**config.mk**
```make
export PLATFORM = sky130hd
export DESIGN_NAME = rx_block_lock_descrambler_flat
export DESIGN_NICKNAME = d
export VERILOG_FILES = /design/src/rtl/pcs_pkg.sv /design/src/rtl/rx_block_lock_descrambler_if.sv /design/src/rtl/rx_descrambler_58.sv /design/src/rtl/rx_block_lock_descrambler.sv /design/src/flat_wrapper.sv
export SDC_FILE = /design/constraint.sdc
export NUM_CORES = 1
export LEC_CHECK = 0
export BUFFER_PORTS_ARGS = -buffer_cell sky130_fd_sc_hd__buf_2
export CAP_MARGIN = 20
export CELL_PAD_IN_SITES_DETAIL_PLACEMENT = 2
export CELL_PAD_IN_SITES_GLOBAL_PLACEMENT = 2
export CORE_UTILIZATION = 37
export CTS_CLUSTER_SIZE = 12
export DETAILED_ROUTE_END_ITERATION = 8
export PLACE_DENSITY_LB_ADDON = 0.1
export SETUP_SLACK_MARGIN = 0.2
export SLEW_MARGIN = 20
export SYNTH_ARGS = -nofsm -noshare
export SYNTH_HDL_FRONTEND = slang
export SYNTH_SLANG_ARGS = --single-unit
export TNS_END_PERCENT = 1
```
**constraint.sdc**
```tcl
create_clock -name clk -period 6.1 [get_ports clk]
set_input_delay 0.305 -clock clk [delete_from_list [all_inputs] [get_ports clk]]
set_output_delay 0.305 -clock clk [all_outputs]
set_load 0.01 [all_outputs]
```
**src/rtl/pcs_pkg.sv**
```systemverilog
// Shared 10GBASE-R PCS definitions: sync header codes, lock FSM encoding and
// default block-lock thresholds.
package pcs_pkg;

  localparam logic [1:0] SYNC_DATA = 2'b01;
  localparam logic [1:0] SYNC_CTRL = 2'b10;

  localparam int LOCK_CNT_DEF   = 64;
  localparam int WINDOW_CNT_DEF = 64;
  localparam int BAD_SH_MAX_DEF = 16;
  localparam int SLIP_WAIT_DEF  = 4;

  typedef enum logic [1:0] {
    LK_HUNT      = 2'd0,
    LK_SLIP_WAIT = 2'd1,
    LK_LOCKED    = 2'd2
  } lock_state_e;

  function automatic logic sh_valid(input logic [1:0] sh);
    return (sh == SYNC_DATA) || (sh == SYNC_CTRL);
  endfunction

endpackage

```
**src/rtl/rx_block_lock_descrambler_if.sv**
```systemverilog
// Gearbox-to-decoder block bus: raw blocks in, slip/lock status and
// descrambled blocks out.
interface rx_block_lock_descrambler_if #(
  parameter int PCS_DATA_WIDTH = 64
);
  logic [PCS_DATA_WIDTH-1:0] in_block_data;
  logic [1:0]                in_block_header;
  logic                      in_block_valid;
  logic                      out_slip;
  logic                      out_block_lock;
  logic [PCS_DATA_WIDTH-1:0] out_encoded_data;
  logic [1:0]                out_encoded_header;
  logic                      out_encoded_valid;

  modport master (
    output in_block_data, in_block_header, in_block_valid,
    input  out_slip, out_block_lock, out_encoded_data, out_encoded_header, out_encoded_valid
  );

  modport slave (
    input  in_block_data, in_block_header, in_block_valid,
    output out_slip, out_block_lock, out_encoded_data, out_encoded_header, out_encoded_valid
  );
endinterface

```
**src/rtl/rx_descrambler_58.sv**
```systemverilog
// 64-bit parallel self-synchronising descrambler, x^58 + x^39 + 1.
// Output is combinational from the current state; state advances on en_i.
module rx_descrambler_58 (
  input  logic        clk,
  input  logic        rst,
  input  logic        en_i,
  input  logic [63:0] data_i,
  output logic [63:0] data_o
);

  logic [57:0]  state_q, state_d;
  logic [121:0] ext;

  // ext[57:0] holds the previous 58 line bits (ext[57] newest), ext[121:58] this block
  always_comb begin
    ext     = {data_i, state_q};
    data_o  = '0;
    for (int i = 0; i < 64; i++) begin
      data_o[i] = ext[58+i] ^ ext[19+i] ^ ext[i];
    end
    state_d = data_i[63:6];
  end

  always_ff @(posedge clk) begin
    if (rst) begin
      state_q <= '0;
    end else if (en_i) begin
      state_q <= state_d;
    end
  end

endmodule

```
**src/rtl/rx_block_lock_descrambler.sv**
```systemverilog
// 10GBASE-R RX block lock (sync-header hunt with gearbox slip) and payload
// descrambling; blocks reach the decoder only while lock is held.
module rx_block_lock_descrambler
  import pcs_pkg::*;
#(
  parameter int PCS_DATA_WIDTH = 64,
  parameter int LOCK_CNT       = LOCK_CNT_DEF,
  parameter int WINDOW_CNT     = WINDOW_CNT_DEF,
  parameter int BAD_SH_MAX     = BAD_SH_MAX_DEF,
  parameter int SLIP_WAIT      = SLIP_WAIT_DEF
) (
  input  logic                        clk,
  input  logic                        rst,
  rx_block_lock_descrambler_if.slave  bus
);

  localparam int SH_W = $clog2(LOCK_CNT + 1);
  localparam int WN_W = $clog2(WINDOW_CNT + 1);
  localparam int BD_W = $clog2(BAD_SH_MAX + 1);
  localparam int WT_W = $clog2(SLIP_WAIT + 1);

  lock_state_e               state_q;
  logic [SH_W-1:0]           sh_cnt_q;
  logic [WN_W-1:0]           win_cnt_q;
  logic [BD_W-1:0]           bad_cnt_q;
  logic [WT_W-1:0]           wait_cnt_q;
  logic                      slip_q;
  logic                      lock_q;
  logic                      out_vld_q;
  logic [PCS_DATA_WIDTH-1:0] out_data_q;
  logic [1:0]                out_hdr_q;
  logic [PCS_DATA_WIDTH-1:0] descr;
  logic                      hdr_ok;

  assign hdr_ok = sh_valid(bus.in_block_header);

  rx_descrambler_58 u_descr (
    .clk    (clk),
    .rst    (rst),
    .en_i   (bus.in_block_valid),
    .data_i (bus.in_block_data),
    .data_o (descr)
  );

  always_ff @(posedge clk) begin
    if (rst) begin
      state_q    <= LK_HUNT;
      sh_cnt_q   <= '0;
      win_cnt_q  <= '0;
      bad_cnt_q  <= '0;
      wait_cnt_q <= '0;
      slip_q     <= 1'b0;
      lock_q     <= 1'b0;
    end else begin
      slip_q <= 1'b0;
      if (bus.in_block_valid) begin
        unique case (state_q)
          LK_HUNT: begin
            // A bad header on the final hunt block still slips rather than locks
            if (!hdr_ok) begin
              slip_q     <= 1'b1;
              sh_cnt_q   <= '0;
              wait_cnt_q <= '0;
              state_q    <= LK_SLIP_WAIT;
            end else if (sh_cnt_q == SH_W'(LOCK_CNT - 1)) begin
              lock_q    <= 1'b1;
              sh_cnt_q  <= '0;
              win_cnt_q <= '0;
              bad_cnt_q <= '0;
              state_q   <= LK_LOCKED;
            end else begin
              sh_cnt_q <= sh_cnt_q + SH_W'(1);
            end
          end
          LK_SLIP_WAIT: begin
            if (wait_cnt_q == WT_W'(SLIP_WAIT - 1)) begin
              wait_cnt_q <= '0;
              state_q    <= LK_HUNT;
            end else begin
              wait_cnt_q <= wait_cnt_q + WT_W'(1);
            end
          end
          LK_LOCKED: begin
            if (!hdr_ok && (bad_cnt_q == BD_W'(BAD_SH_MAX - 1))) begin
              slip_q     <= 1'b1;
              lock_q     <= 1'b0;
              win_cnt_q  <= '0;
              bad_cnt_q  <= '0;
              wait_cnt_q <= '0;
              state_q    <= LK_SLIP_WAIT;
            end else if (win_cnt_q == WN_W'(WINDOW_CNT - 1)) begin
              win_cnt_q <= '0;
              bad_cnt_q <= '0;
            end else begin
              win_cnt_q <= win_cnt_q + WN_W'(1);
              if (!hdr_ok) begin
                bad_cnt_q <= bad_cnt_q + BD_W'(1);
              end
            end
          end
          default: state_q <= LK_HUNT;
        endcase
      end
    end
  end

  // Output stage: the block that loses lock is still forwarded (lock_q is pre-update)
  always_ff @(posedge clk) begin
    if (rst) begin
      out_vld_q  <= 1'b0;
      out_data_q <= '0;
      out_hdr_q  <= 2'b00;
    end else begin
      out_vld_q <= bus.in_block_valid & lock_q & (state_q != LK_SLIP_WAIT);
      if (bus.in_block_valid) begin
        out_data_q <= descr;
        out_hdr_q  <= bus.in_block_header;
      end
    end
  end

  assign bus.out_slip           = slip_q;
  assign bus.out_block_lock     = lock_q;
  assign bus.out_encoded_valid  = out_vld_q;
  assign bus.out_encoded_data   = out_data_q;
  assign bus.out_encoded_header = out_hdr_q;

endmodule

```
**src/flat_wrapper.sv**
```systemverilog
// flat-port wrapper written by rule: the top's interface ports become plain ports
module rx_block_lock_descrambler_flat import pcs_pkg::*;
#(
  parameter int PCS_DATA_WIDTH = 64,
  parameter int LOCK_CNT       = LOCK_CNT_DEF,
  parameter int WINDOW_CNT     = WINDOW_CNT_DEF,
  parameter int BAD_SH_MAX     = BAD_SH_MAX_DEF,
  parameter int SLIP_WAIT      = SLIP_WAIT_DEF
)
  (clk, rst, bus_in_block_data, bus_in_block_header, bus_in_block_valid, bus_out_slip, bus_out_block_lock, bus_out_encoded_data, bus_out_encoded_header, bus_out_encoded_valid);
  rx_block_lock_descrambler_if #(.PCS_DATA_WIDTH(PCS_DATA_WIDTH)) bus_i ();
  input  logic clk;
  input  logic rst;
  input wire logic [$bits(bus_i.in_block_data)-1:0] bus_in_block_data;
  input wire logic [$bits(bus_i.in_block_header)-1:0] bus_in_block_header;
  input wire logic [$bits(bus_i.in_block_valid)-1:0] bus_in_block_valid;
  output wire logic [$bits(bus_i.out_slip)-1:0] bus_out_slip;
  output wire logic [$bits(bus_i.out_block_lock)-1:0] bus_out_block_lock;
  output wire logic [$bits(bus_i.out_encoded_data)-1:0] bus_out_encoded_data;
  output wire logic [$bits(bus_i.out_encoded_header)-1:0] bus_out_encoded_header;
  output wire logic [$bits(bus_i.out_encoded_valid)-1:0] bus_out_encoded_valid;
  assign bus_i.in_block_data = bus_in_block_data;
  assign bus_i.in_block_header = bus_in_block_header;
  assign bus_i.in_block_valid = bus_in_block_valid;
  assign bus_out_slip = bus_i.out_slip;
  assign bus_out_block_lock = bus_i.out_block_lock;
  assign bus_out_encoded_data = bus_i.out_encoded_data;
  assign bus_out_encoded_header = bus_i.out_encoded_header;
  assign bus_out_encoded_valid = bus_i.out_encoded_valid;
  rx_block_lock_descrambler #(.PCS_DATA_WIDTH(PCS_DATA_WIDTH), .LOCK_CNT(LOCK_CNT), .WINDOW_CNT(WINDOW_CNT), .BAD_SH_MAX(BAD_SH_MAX), .SLIP_WAIT(SLIP_WAIT)) u_core (.clk(clk), .rst(rst), .bus(bus_i));
endmodule
```
==> impl_results.md, run 1 <==
- Status: completed
- Total power: between 2 and 3 mW
- Worst Hold Class: in2reg
- DP Worst Slack: between 3000 and 4000 ps
- VDD IR-drop max: 0.2147 mV
- RSZ-0062 raised after global routing: false
- Final setup viols: 0
- Worst path top cell family by delay: compound AO/OA/AOI/OAI gates
- DR pass1 iterations: 4
- WP data arrival: approximately 2800 ps
- Layout Cells excl Fill: 1056
- PnR worst setup slack: approximately 3700 ps
- Req. time, crit path: 6450 ps
- Crit. End Element: flop
- Routed len/inst: 19.00 um
- Area growth, synth to finish: 21.33%
- Post-synthesis cell count: 688
- GPL Wtd Cong: 0.7711
- Max_slew headroom: 30.16%
- CORE AREA: 17960 um^2
- Fin Setup TNS: 0 ps
- Syn Area/Cell: ~9.9 um^2
- Slowest-stage cell, CP: a21boi_1
- Vias per cell: just under 5
- Leading post-synthesis cells by cell area: dfxtp_1 (44%), mux2i_1 (19%), xnor2_1 (17%)
- Post-Syn Area: 6794 um^2
- Final hold vios: 0
- Max-capacitance violation count: 0
- Die area: approximately 19000 um^2
- Htree depth: 4
- Slowest stage delay, CP: 460 ps
- Clock Sinks: 151
- PortBufs: 137
- Final wirelength: around 20000 um
- DRC: 0
- CTS Hold Bufs: 0
- Post-synth ARST share: 0%
- Logic pwr share: 15.3%
- Reg power frac: between 40 and 50%
- Cell Int Power: 1.912 mW
- TritonCTS buffer count: 17
- Post-synth cell types: 44
- R2R setup slack: 3680 ps
- Post-synth EDFFs: 0
- Post-CTS Setup Bufs: 0
- Initial Utilization: between 30% and 40%
- Vias in the first global route: 5591
- Yosys reg bits: about 150
- Maximum fanout along the worst path: 7
- Total grt overflow: 0
- Fmax: 413.0 MHz
- Row cnt: 49
- Buf+Inv Stages, Crit Path: 0
- Die Span Y: between 100 and 150 um
- Final Max Tran Viols: 0
- Pwr dens: approximately 310 nW/um^2
- Pleak: 3.622 nW
- Highest routed layer: met5
- Fillers: 1949
- Largest net degree at the start of global routing: 80
- Metal-1 WL: 9173 um
- CTS root buf: clkbuf_16
- Psw: 682.4 uW
- Final min period: 2421 ps
- Hpwl dp: 14360 um
- Sw frac: a little over a quarter
- Clk_lat worst skew: 420 ps
- First-pass GRT wire length: 30870 um
- Top-area cell type share of the netlist area: between 40% and 50%
- Clk_skew: 6.365 ps
- Dpl cells: 1024
- Nets: about 890
- Share of post-route cells with drive strength above 1: between 20% and 30%
- Clock transition at path regs: approximately 60 ps
- Clock network power share: 42.1%
- CTS Buffer Depth: 2
- Synth Flop Type: dfxtp_1
- CTS tree: done
- Yosys warnings: 0
- Initial antenna violation count: 1
- CTS resizes: 0
- ANT nets after route: 0
- Met3 WL: 794 um
- Post-Syn Nets: 762
- Detail Route met2 WL: 9834 um
- Synth area leader: dfxtp_1
- I/O Pins: ~140
- WS Path Type: reg2reg
- CP Cell Sequence: ha_1 > and3_1 > ha_1 > a21boi_1 > o31ai_1 > or4_1 > o22ai_1
- Crit-path most repeated cell: ha_1
- Starting DRT DRC Count: 152
- CP Launch Type: flop
- Period utilization: 39.69%
- DR vias: 5212
- Post-Route Utilization: 45.89%
- Least-Margin Pin Slew: 1048 ps
- Total GRT Usage: 22.00%
- Width of the die: between 100 and 150 um
- Ant. Diodes: 0
- Sequential-to-total area share from yosys stat: 44.49%
cell usage in the layout (no fill, tap or decap), drive strengths merged, types with 2 or more instances in the layout:
| cell type | n |
|---|---|
| a21o | 2 |
| a21oi | 17 |
| and2 | 2 |
| and3 | 4 |
| buf | 139 |
| bufinv | 3 |
| clkbuf | 23 |
| clkinv | 5 |
| dfxtp | 151 |
| ha | 5 |
| inv | 11 |
| mux2i | 126 |
| nand2 | 18 |
| nand3 | 13 |
| nand4 | 2 |
| nor2 | 135 |
| nor2b | 2 |
| o21ai | 6 |
| o31ai | 2 |
| o32ai | 4 |
| or3 | 6 |
| xnor2 | 130 |
| xor2 | 3 |
cell type report:
cell class | instances | area [um^2] | area share, %
Sequential cell | 151 | 3023 | 36.67
Tap cell | 229 | 286.5 | 3.476
Timing Repair Buffer | 139 | 709.4 | 8.607
Multi-Input combinational cell | 494 | 3582 | 43.46
Clock buffer | 23 | 478.0 | 5.798
Clock inverter | 9 | 122.6 | 1.488
Inverter | 11 | 41.29 | 0.5009
power groups by stage:
stage	clock [mW]	combinational [mW]	sequential (mW)
2_1_floorplan	0	0.239	1.13
3_3_place_gp	0	0.380	1.12
3_5_place_dp	0	0.398	1.13
4_1_cts	1.12	0.406	1.11
5_1_grt	1.16	0.437	1.11
6_report	1.09	0.397	1.11
metal layers:
| layer | vias to the layer above | track usage [%] |
|---|---|---|
| met5 | - | 0 |
| met4 | 2 | 6.471 |
| met3 | 20 | 4.967 |
| met2 | 91 | 37.07 |
| met1 | 2563 | 27.86 |
| li1 | 2536 | - |
kinds of logic after synthesis:
family / count (synthesis) / synth area share [%]
compound gates: 41 / 4.162
xor+xnor: 133 / 17.26
fa+ha+maj: 5 / 0.9208
buf+inv: 43 / 2.781
flops: 151 / 44.49
mux: 126 / 18.56
simple gates: 189 / 11.82
registers in the layout, indices dropped and copies added (netlist names):
signal	flops
u_core.sh_cnt_q	7
u_core.wait_cnt_q	3
u_core.u_descr.state_q	58
u_core.bus.out_slip	1
u_core.bus.out_encoded_data	64
u_core.bus.out_encoded_valid	1
u_core.bad_cnt_q	5
u_core.bus.out_block_lock	1
u_core.win_cnt_q	7
u_core.bus.out_encoded_header	2
u_core.state_q	2
worst paths after layout:
kind	from	end	cells past startpoint
max reg2reg	u_core.bad_cnt_q[0]$_SDFFE_PP0P_	u_core.bad_cnt_q[3]$_SDFFE_PP0P_	7
min	bus_in_block_data[46]	u_core.u_descr.state_q[40]$_SDFFE_PP0P_	3
min reg2reg	u_core.bad_cnt_q[4]$_SDFFE_PP0P_	u_core.bad_cnt_q[4]$_SDFFE_PP0P_	2
max	u_core.bad_cnt_q[0]$_SDFFE_PP0P_	u_core.bad_cnt_q[3]$_SDFFE_PP0P_	7
cell usage after synthesis (4+ instances only):
library cell	count
dfxtp_1	151
nor2_1	135
xnor2_1	129
mux2i_1	126
clkbuf_1	18
nand2_1	18
a21oi_1	17
nand3_1	12
buf_1	11
inv_1	11
o21ai_0	6
or3_1	6
ha_1	5
o32ai_1	4
per-stage QoR:
step	hold WS (ps)	instance area (um^2)
CTS	145.1	8243
global placement	438.0	7642
finish	153.4	8243
floorplan	429.2	6794
global route	155.2	8243
detailed placement	460.4	7642
worst reg2reg max path, cell delays in order, from the launching register on:
cell and delay, ps:
dfxtp_1 330, ha_1 230, and3_1 190, ha_1 250
a21boi_1 460, o31ai_1 270, or4_1 460, o22ai_1 160
No activity file was read; power rests on OpenSTA's default activity.
==> inputs of run 2 (changes only) <==
--- a/config.mk
+++ b/config.mk
@@ -5,11 +5,12 @@
 export SDC_FILE = /design/constraint.sdc
 export NUM_CORES = 1
 export LEC_CHECK = 0
+export ABC_AREA = 1
 export BUFFER_PORTS_ARGS = -buffer_cell sky130_fd_sc_hd__buf_2
 export CAP_MARGIN = 20
 export CELL_PAD_IN_SITES_DETAIL_PLACEMENT = 2
 export CELL_PAD_IN_SITES_GLOBAL_PLACEMENT = 2
-export CORE_UTILIZATION = 37
+export CORE_UTILIZATION = 28
 export CTS_CLUSTER_SIZE = 12
 export DETAILED_ROUTE_END_ITERATION = 8
 export PLACE_DENSITY_LB_ADDON = 0.1
==> constraint.sdc (replaced) <==
create_clock -name clk -period 1.99 [get_ports clk]
set_input_delay 0.0995 -clock clk [delete_from_list [all_inputs] [get_ports clk]]
set_output_delay 0.0995 -clock clk [all_outputs]
set_load 0.01 [all_outputs]
==> run 2 against run 1 <==
- clock-buffer cell count decreased by 4
- area after synthesis rose by 4.6%
- cell count rose by 39%
- via count is 29% higher
- maximum frequency is 45% higher
- sequential power rose to 3.1 times the previous value
- combinational power rose to 3.5 times the previous value
==> impl_results.md, run 2 <==
- Hpwl dp: 17350 um
- GRT met2 Usage: 31.07%
- Most common cell after layout, fill and taps aside: nand2_1
- WP data arrival: 2030 ps
- Post-synth EDFFs: 0
- Most frequent cells in the layout: nand2_1 (193), dfxtp_1 (150), buf_2 (135)
- Area growth, synth to finish: 29.64%
- Grt peak-use layer: met2
- Final hold vios: 0
- Final setup viols: 0
- Worst Hold Class: in2reg
- Compound-gate portion of the synthesized area: 15.24%
- Total grt overflow: 0
- Routed len/inst: approximately 16 um
- Pwr dens: 892.6 nW/um^2
- Post-synth cell types: 33
- Simple-gate share of the synthesized area: 20.45%
- Buf+Inv Stages, Crit Path: 2
- Ant. Diodes: 0
- Clock Sinks: approximately 150
- Share of post-route cells with drive strength above 1: 19.16%
- Vias per cell: roughly 4.6
- Yosys reg bits: 151
- Post-synthesis cell count: a little under 1000
- CTS Buffer Depth: 2
- Post-Syn Area: slightly above 7000 um^2
- CORE AREA: 24600 um^2
- Area post-placement: 8182 um^2
- Sequential-to-total area share from yosys stat: 42.53%
- CTS tree: done
- Synth Area in Adders: 0.8801%
- Pleak: ~4.2 nW
- TritonCTS buffer count: 17
- Total GRT Usage: 19.13%
- PortBufs: approximately 140
- Max-capacitance violation count: 0
- First-pass GRT wire length: around 39000 um
- Post-synth ARST share: 0%
- Largest net degree at the start of global routing: 89
- Slowest-stage cell, CP: dfxtp_2
- Status: completed
- Yosys warnings: 0
- Design Area, Final: a little over 9000 um^2
- PnR worst setup slack: 315.0 ps
- Leading post-synthesis cells by cell area: dfxtp_1 (43%), nand2_1 (10%), xnor2_1 (8.9%)
- Width of the die: between 150 and 200 um
- DP Worst Slack: 138.3 ps
- Worst path top cell family by delay: simple AND/OR/NAND/NOR gates
- I/O Pins: roughly 140
- Final Max Tran Viols: 0
- DR pass1 iterations: 4
- DR vias: 6745
- Clk_skew: 10.67 ps
- Fin Setup TNS: 0 ps
- Top-area cell type share of the netlist area: 42.53%
- Post-synthesis mux area share: 0%
- Met3 track demand over resource: 2.876%
- GPL Wtd Cong: 0.7307
- Clk_lat worst skew: 430 ps
- Req. time, crit path: ~2400 ps
- Die area: 26030 um^2
- Htree depth: 4
- Initial antenna violation count: 0
- ANT nets after route: 0
- DRC: 0
- Top-count cell post-synth: nand2_1
- Post-Synth XOR/XNOR Area: between 10% and 20%
- Slowest stage delay, CP: 340 ps
- Least-Margin Pin Slew: 458.7 ps
- Maximum fanout along the worst path: 5
- Fillers: between 2000 and 3000
- Post-Syn Nets: 1036
- Met1 usage: 26.44%
- Max_slew headroom: 69.42%
- VDD IR-drop max: ~0.42 mV
- Final wirelength: 24140 um
- Synth Flop Type: dfxtp_1
- Syn Area/Cell: around 7.4 um^2
- Largest family of logic cells by synthesized area: simple AND/OR/NAND/NOR gates
- Period utilization: between 80% and 90%
- Row cnt: 57
- Nets: ~1200
- Crit. End Element: flop
- Final min period: 1675 ps
- Starting DRT DRC Count: between 200 and 250
- Vias in the first global route: around 7000
- Die Span Y: 161.3 um
- RSZ-0062 raised after global routing: false
- Max reg flops: 64
- WS Path Type: reg2reg
- Synth area leader: dfxtp_1
- Synth cell count leaders: nand2_1 (194), dfxtp_1 (151), nor2_1 (116)
- CP Launch Type: flop
- Initial Utilization: around 29%
- CP Cell Sequence: ha_1 > nand2_1 > nor2_2 > ha_2 > nand2_4 > nand2_4 > buf_4 > buf_4 > nor2_1 > nand2_1 > a21oi_1
- Clock transition at path regs: ~70 ps
- CTS root buf: clkbuf_16
- Fmax: 597.0 MHz
run 2: where the power goes:
part	switching (mW)	internal (mW)	total [mW]
Combinational	0.814	0.578	1.39
Sequential	0.157	3.24	3.40
Clock	1.41	2.02	3.44
Total	2.39	5.84	8.23
run 2: stage by stage:
step / hold slack [ps] / std cells / power [mW] / util [%]
3_5_place_dp: 365.3 / 1395 / 4.802 / 33.25
6_report: 13.14 / 1467 / 8.225 / 37.45
4_1_cts: 1.772 / 1464 / 8.338 / 37.28
2_1_floorplan: 208.3 / 962 / 4.259 / -
5_1_grt: 23.17 / 1467 / 8.622 / 37.45
3_3_place_gp: 357.1 / 1395 / 4.770 / 33.25
run 2: cell families (layout without fill, tap and decap cells):
group / Yosys count / count (layout)
flops: 151 / 151
compound gates: 195 / 195
buf+inv: 155 / 336
simple gates: 358 / 358
xor+xnor: 98 / 98
fa+ha+maj: 5 / 5
run 2: cell type report:
cell class	instances	area, um^2	share of cell area, %
clock buffers	19	442.9	4.807
clock inverters	13	168.9	1.833
inverters	111	421.7	4.576
multi-input cells	656	3486	37.83
flip-flops and latches	151	3024	32.82
well taps	324	405.4	4.399
repair buffers	193	1266	13.74
run 2: metal layers:
layer | part of all wire (%) | up-vias
met5 | 0 | -
met2 | 46 | 108
met4 | 0.89 | 0
met3 | 3.3 | 17
li1 | - | 3389
met1 | 50 | 3231
run 2: tightest hold or removal path: stages:
cell and delay [ps]:
buf_2 110, o21ai_0 90, a21oi_1 110
run 2: timing repair:
action / CTS / global route
setup endpoints to repair: 3 / 14
gates resized for setup: 2 / 6
hold buffers: 37 / 0
pin swaps: 0 / 3
endpoints found under the hold margin: 40 / 0
buffers inserted: 0 / 3
run 2: path summary, 6_finish.rpt:
check                                                                    to                                         from  slack (ps)  depth (start not counted)
worst min register to register  u_core.bus.out_encoded_data[6]$_SDFFE_PP0P_  u_core.bus.out_encoded_data[6]$_SDFFE_PP0P_         460                          2
worst max-delay path                       u_core.win_cnt_q[1]$_SDFFE_PP0P_             u_core.bad_cnt_q[0]$_SDFFE_PP0P_         320                         11
worst min-delay path                u_core.u_descr.state_q[30]$_SDFFE_PP0P_                        bus_in_block_data[36]          10                          3
worst max register to register             u_core.win_cnt_q[1]$_SDFFE_PP0P_             u_core.bad_cnt_q[0]$_SDFFE_PP0P_         320                         11
==> inputs of run 3 (changes only) <==
==> constraint.sdc (replaced) <==
create_clock -name clk -period 1.5 [get_ports clk]
set_input_delay 0.075 -clock clk [delete_from_list [all_inputs] [get_ports clk]]
set_output_delay 0.075 -clock clk [all_outputs]
set_load 0.01 [all_outputs]
==> run 3 against run 2 <==
- the run now ends with negative setup slack left
- final area is 3.2% higher
- cell count is 1.6% higher
- clock power is 31% higher
- routed wire length is 3.6% higher
- core utilization is 1.2 points higher
- critical path depth stayed put
- non-clock buffer count is 24 higher
- first-iteration DRC count is 16% lower
- combinational power is 40% higher
- largest cell class unchanged
==> impl_results.md, run 3 (synthesized netlist as in run 2, its figures left out) <==
- Fillers: 2896
- Clk_lat worst skew: 430 ps
- Vias per cell: 4.645
- Layout Cells excl Fill: 1491
- Fin Setup TNS: -34.66 ps
- First-pass GRT wire length: 40170 um
- Least-Margin Pin Slew: 510.1 ps
- Die area: 26030 um^2
- WP data arrival: 1860 ps
- Hpwl dp: 17830 um
- TritonCTS buffer count: 17
- Initial Utilization: 28.89%
- CP Cell Sequence: ha_4 > nand2_1 > nor2_1 > ha_2 > nand2_4 > nand2_4 > nand2_4 > nor2_4 > o21ai_1 > nand2_1 > inv_1
- Crit. End Element: flop
- Starting DRT DRC Count: 200
- Pleak: 4.352 nW
- RSZ-0062 raised after global routing: true
- Worst hold margin: 4.212 ps
- Area growth, synth to finish: 33.74%
- Ant. Diodes: 0
- Total power: 10.96 mW
- Req. time, crit path: between 1500 and 2000 ps
- Htree depth: 4
- Total GRT Usage: between 10% and 20%
- Max reg flops: 64
- Worst Hold Class: in2reg
- GPL Wtd Cong: 0.7364
- VDD IR-drop max: 0.7044 mV
- CTS Buffer Depth: 2
- PnR worst setup slack: -18.54 ps
- Die Span Y: 161.3 um
- Maximum fanout along the worst path: 5
- Most common cell after layout, fill and taps aside: nand2_1
- Final hold vios: 0
- Clock transition at path regs: 70 ps
- WS Path Type: reg2reg
- Most frequent cells in the layout: nand2_1 (192), dfxtp_1 (146), buf_2 (135)
- ANT nets after route: 0
- Initial antenna violation count: 0
- DR pass1 iterations: 4
- Fmax: around 660 MHz
- DR vias: 6926
- Routed len/inst: 16.77 um
- Dpl cells: 1410
- Pwr dens: 1153 nW/um^2
- Largest net degree at the start of global routing: 94
- Max-capacitance violation count: 0
- Share of post-route cells with drive strength above 1: 21.25%
- Period utilization: 101.2%
- Area post-placement: 8357 um^2
- CP Launch Type: flop
- Final Max Tran Viols: 0
- CORE AREA: 24600 um^2
- DRC: 0
- Max_slew headroom: 65.63%
- Final min period: about 1500 ps
- CTS root buf: clkbuf_16
- CTS tree: done
- Failing checks: negative setup slack
- Vias in the first global route: 7465
- Crit-path most repeated cell: nand2_4
- Slowest-stage cell, CP: dfxtp_2
- Design Area, Final: 9507 um^2
- Clock Sinks: 151
- Row cnt: 57
- Final setup viols: 2
- Status: finished with violations
- Slowest stage delay, CP: 350 ps
- I/O Pins: roughly 140
- Final wirelength: about 25000 um
- Total grt overflow: 0
- Nets: 1228
- Clk_skew: about 14 ps
- PortBufs: 137
- Width of the die: 161.3 um
run 3: critical path: cells and delay by family, from the launching register on:
family                   cells  cell delay, ps
AO/OA/AOI/OAI                1              80
adder cells (fa/ha/maj)      2             360
buffers and inverters        1              30
flip-flops                   1             350
AND/OR/NAND/NOR              7             600
run 3: timing repair:
item | CTS | global route
resized for setup | 14 | 7
setup endpoints to repair | 24 | 24
hold buffers | 47 | 0
setup buffers | 2 | 0
pin swaps | 6 | 4
endpoints found under the hold margin | 52 | 0
run 3: area by class of cell:
class | count | area (um^2) | share of cell area, %
clock buffers | 18 | 439.2 | 4.620
clock inverters | 14 | 163.9 | 1.724
inverters | 111 | 421.7 | 4.435
multi-input cells | 656 | 3551 | 37.35
flip-flops and latches | 151 | 3029 | 31.86
well taps | 324 | 405.4 | 4.264
repair buffers | 217 | 1496 | 15.74
run 3: path summary, 6_finish.rpt:
check | start | slack (ps) | end | depth (start not counted)
worst min register to register | u_core.bus.out_encoded_data[13]$_SDFFE_PP0P_ | 470 | u_core.bus.out_encoded_data[13]$_SDFFE_PP0P_ | 2
worst max-delay path | u_core.bad_cnt_q[1]$_SDFFE_PP0P_ | -20 | u_core.wait_cnt_q[2]$_SDFFE_PP0P_ | 11
worst min-delay path | bus_in_block_data[41] | 4 | u_core.u_descr.state_q[35]$_SDFFE_PP0P_ | 3
worst max register to register | u_core.bad_cnt_q[1]$_SDFFE_PP0P_ | -20 | u_core.wait_cnt_q[2]$_SDFFE_PP0P_ | 11
run 3: metrics by stage:
| stage | util (%) | setup WS [ps] |
|---|---|---|
| floorplan | - | 65.66 |
| global placement | 33.96 | -35.13 |
| detailed placement | 33.96 | -102.9 |
| CTS | 38.55 | -23.37 |
| global route | 38.64 | -127.9 |
| finish | 38.64 | -18.54 |
run 3: layer usage:
| layer | global-route usage, % | vias to the layer above | part of all wire, % |
|---|---|---|---|
| met5 | 0 | - | 0 |
| met4 | 5.017 | 0 | 1.2 |
| met3 | 3.390 | 19 | 3.4 |
| met2 | 32.68 | 132 | 46 |
| met1 | 26.93 | 3346 | 50 |
| li1 | - | 3429 | - |
run 3: power breakdown:
part | internal [mW] | switching (mW)
Sequential | 4.30 | 0.212
Clock | 2.55 | 1.97
Combinational | 0.816 | 1.12
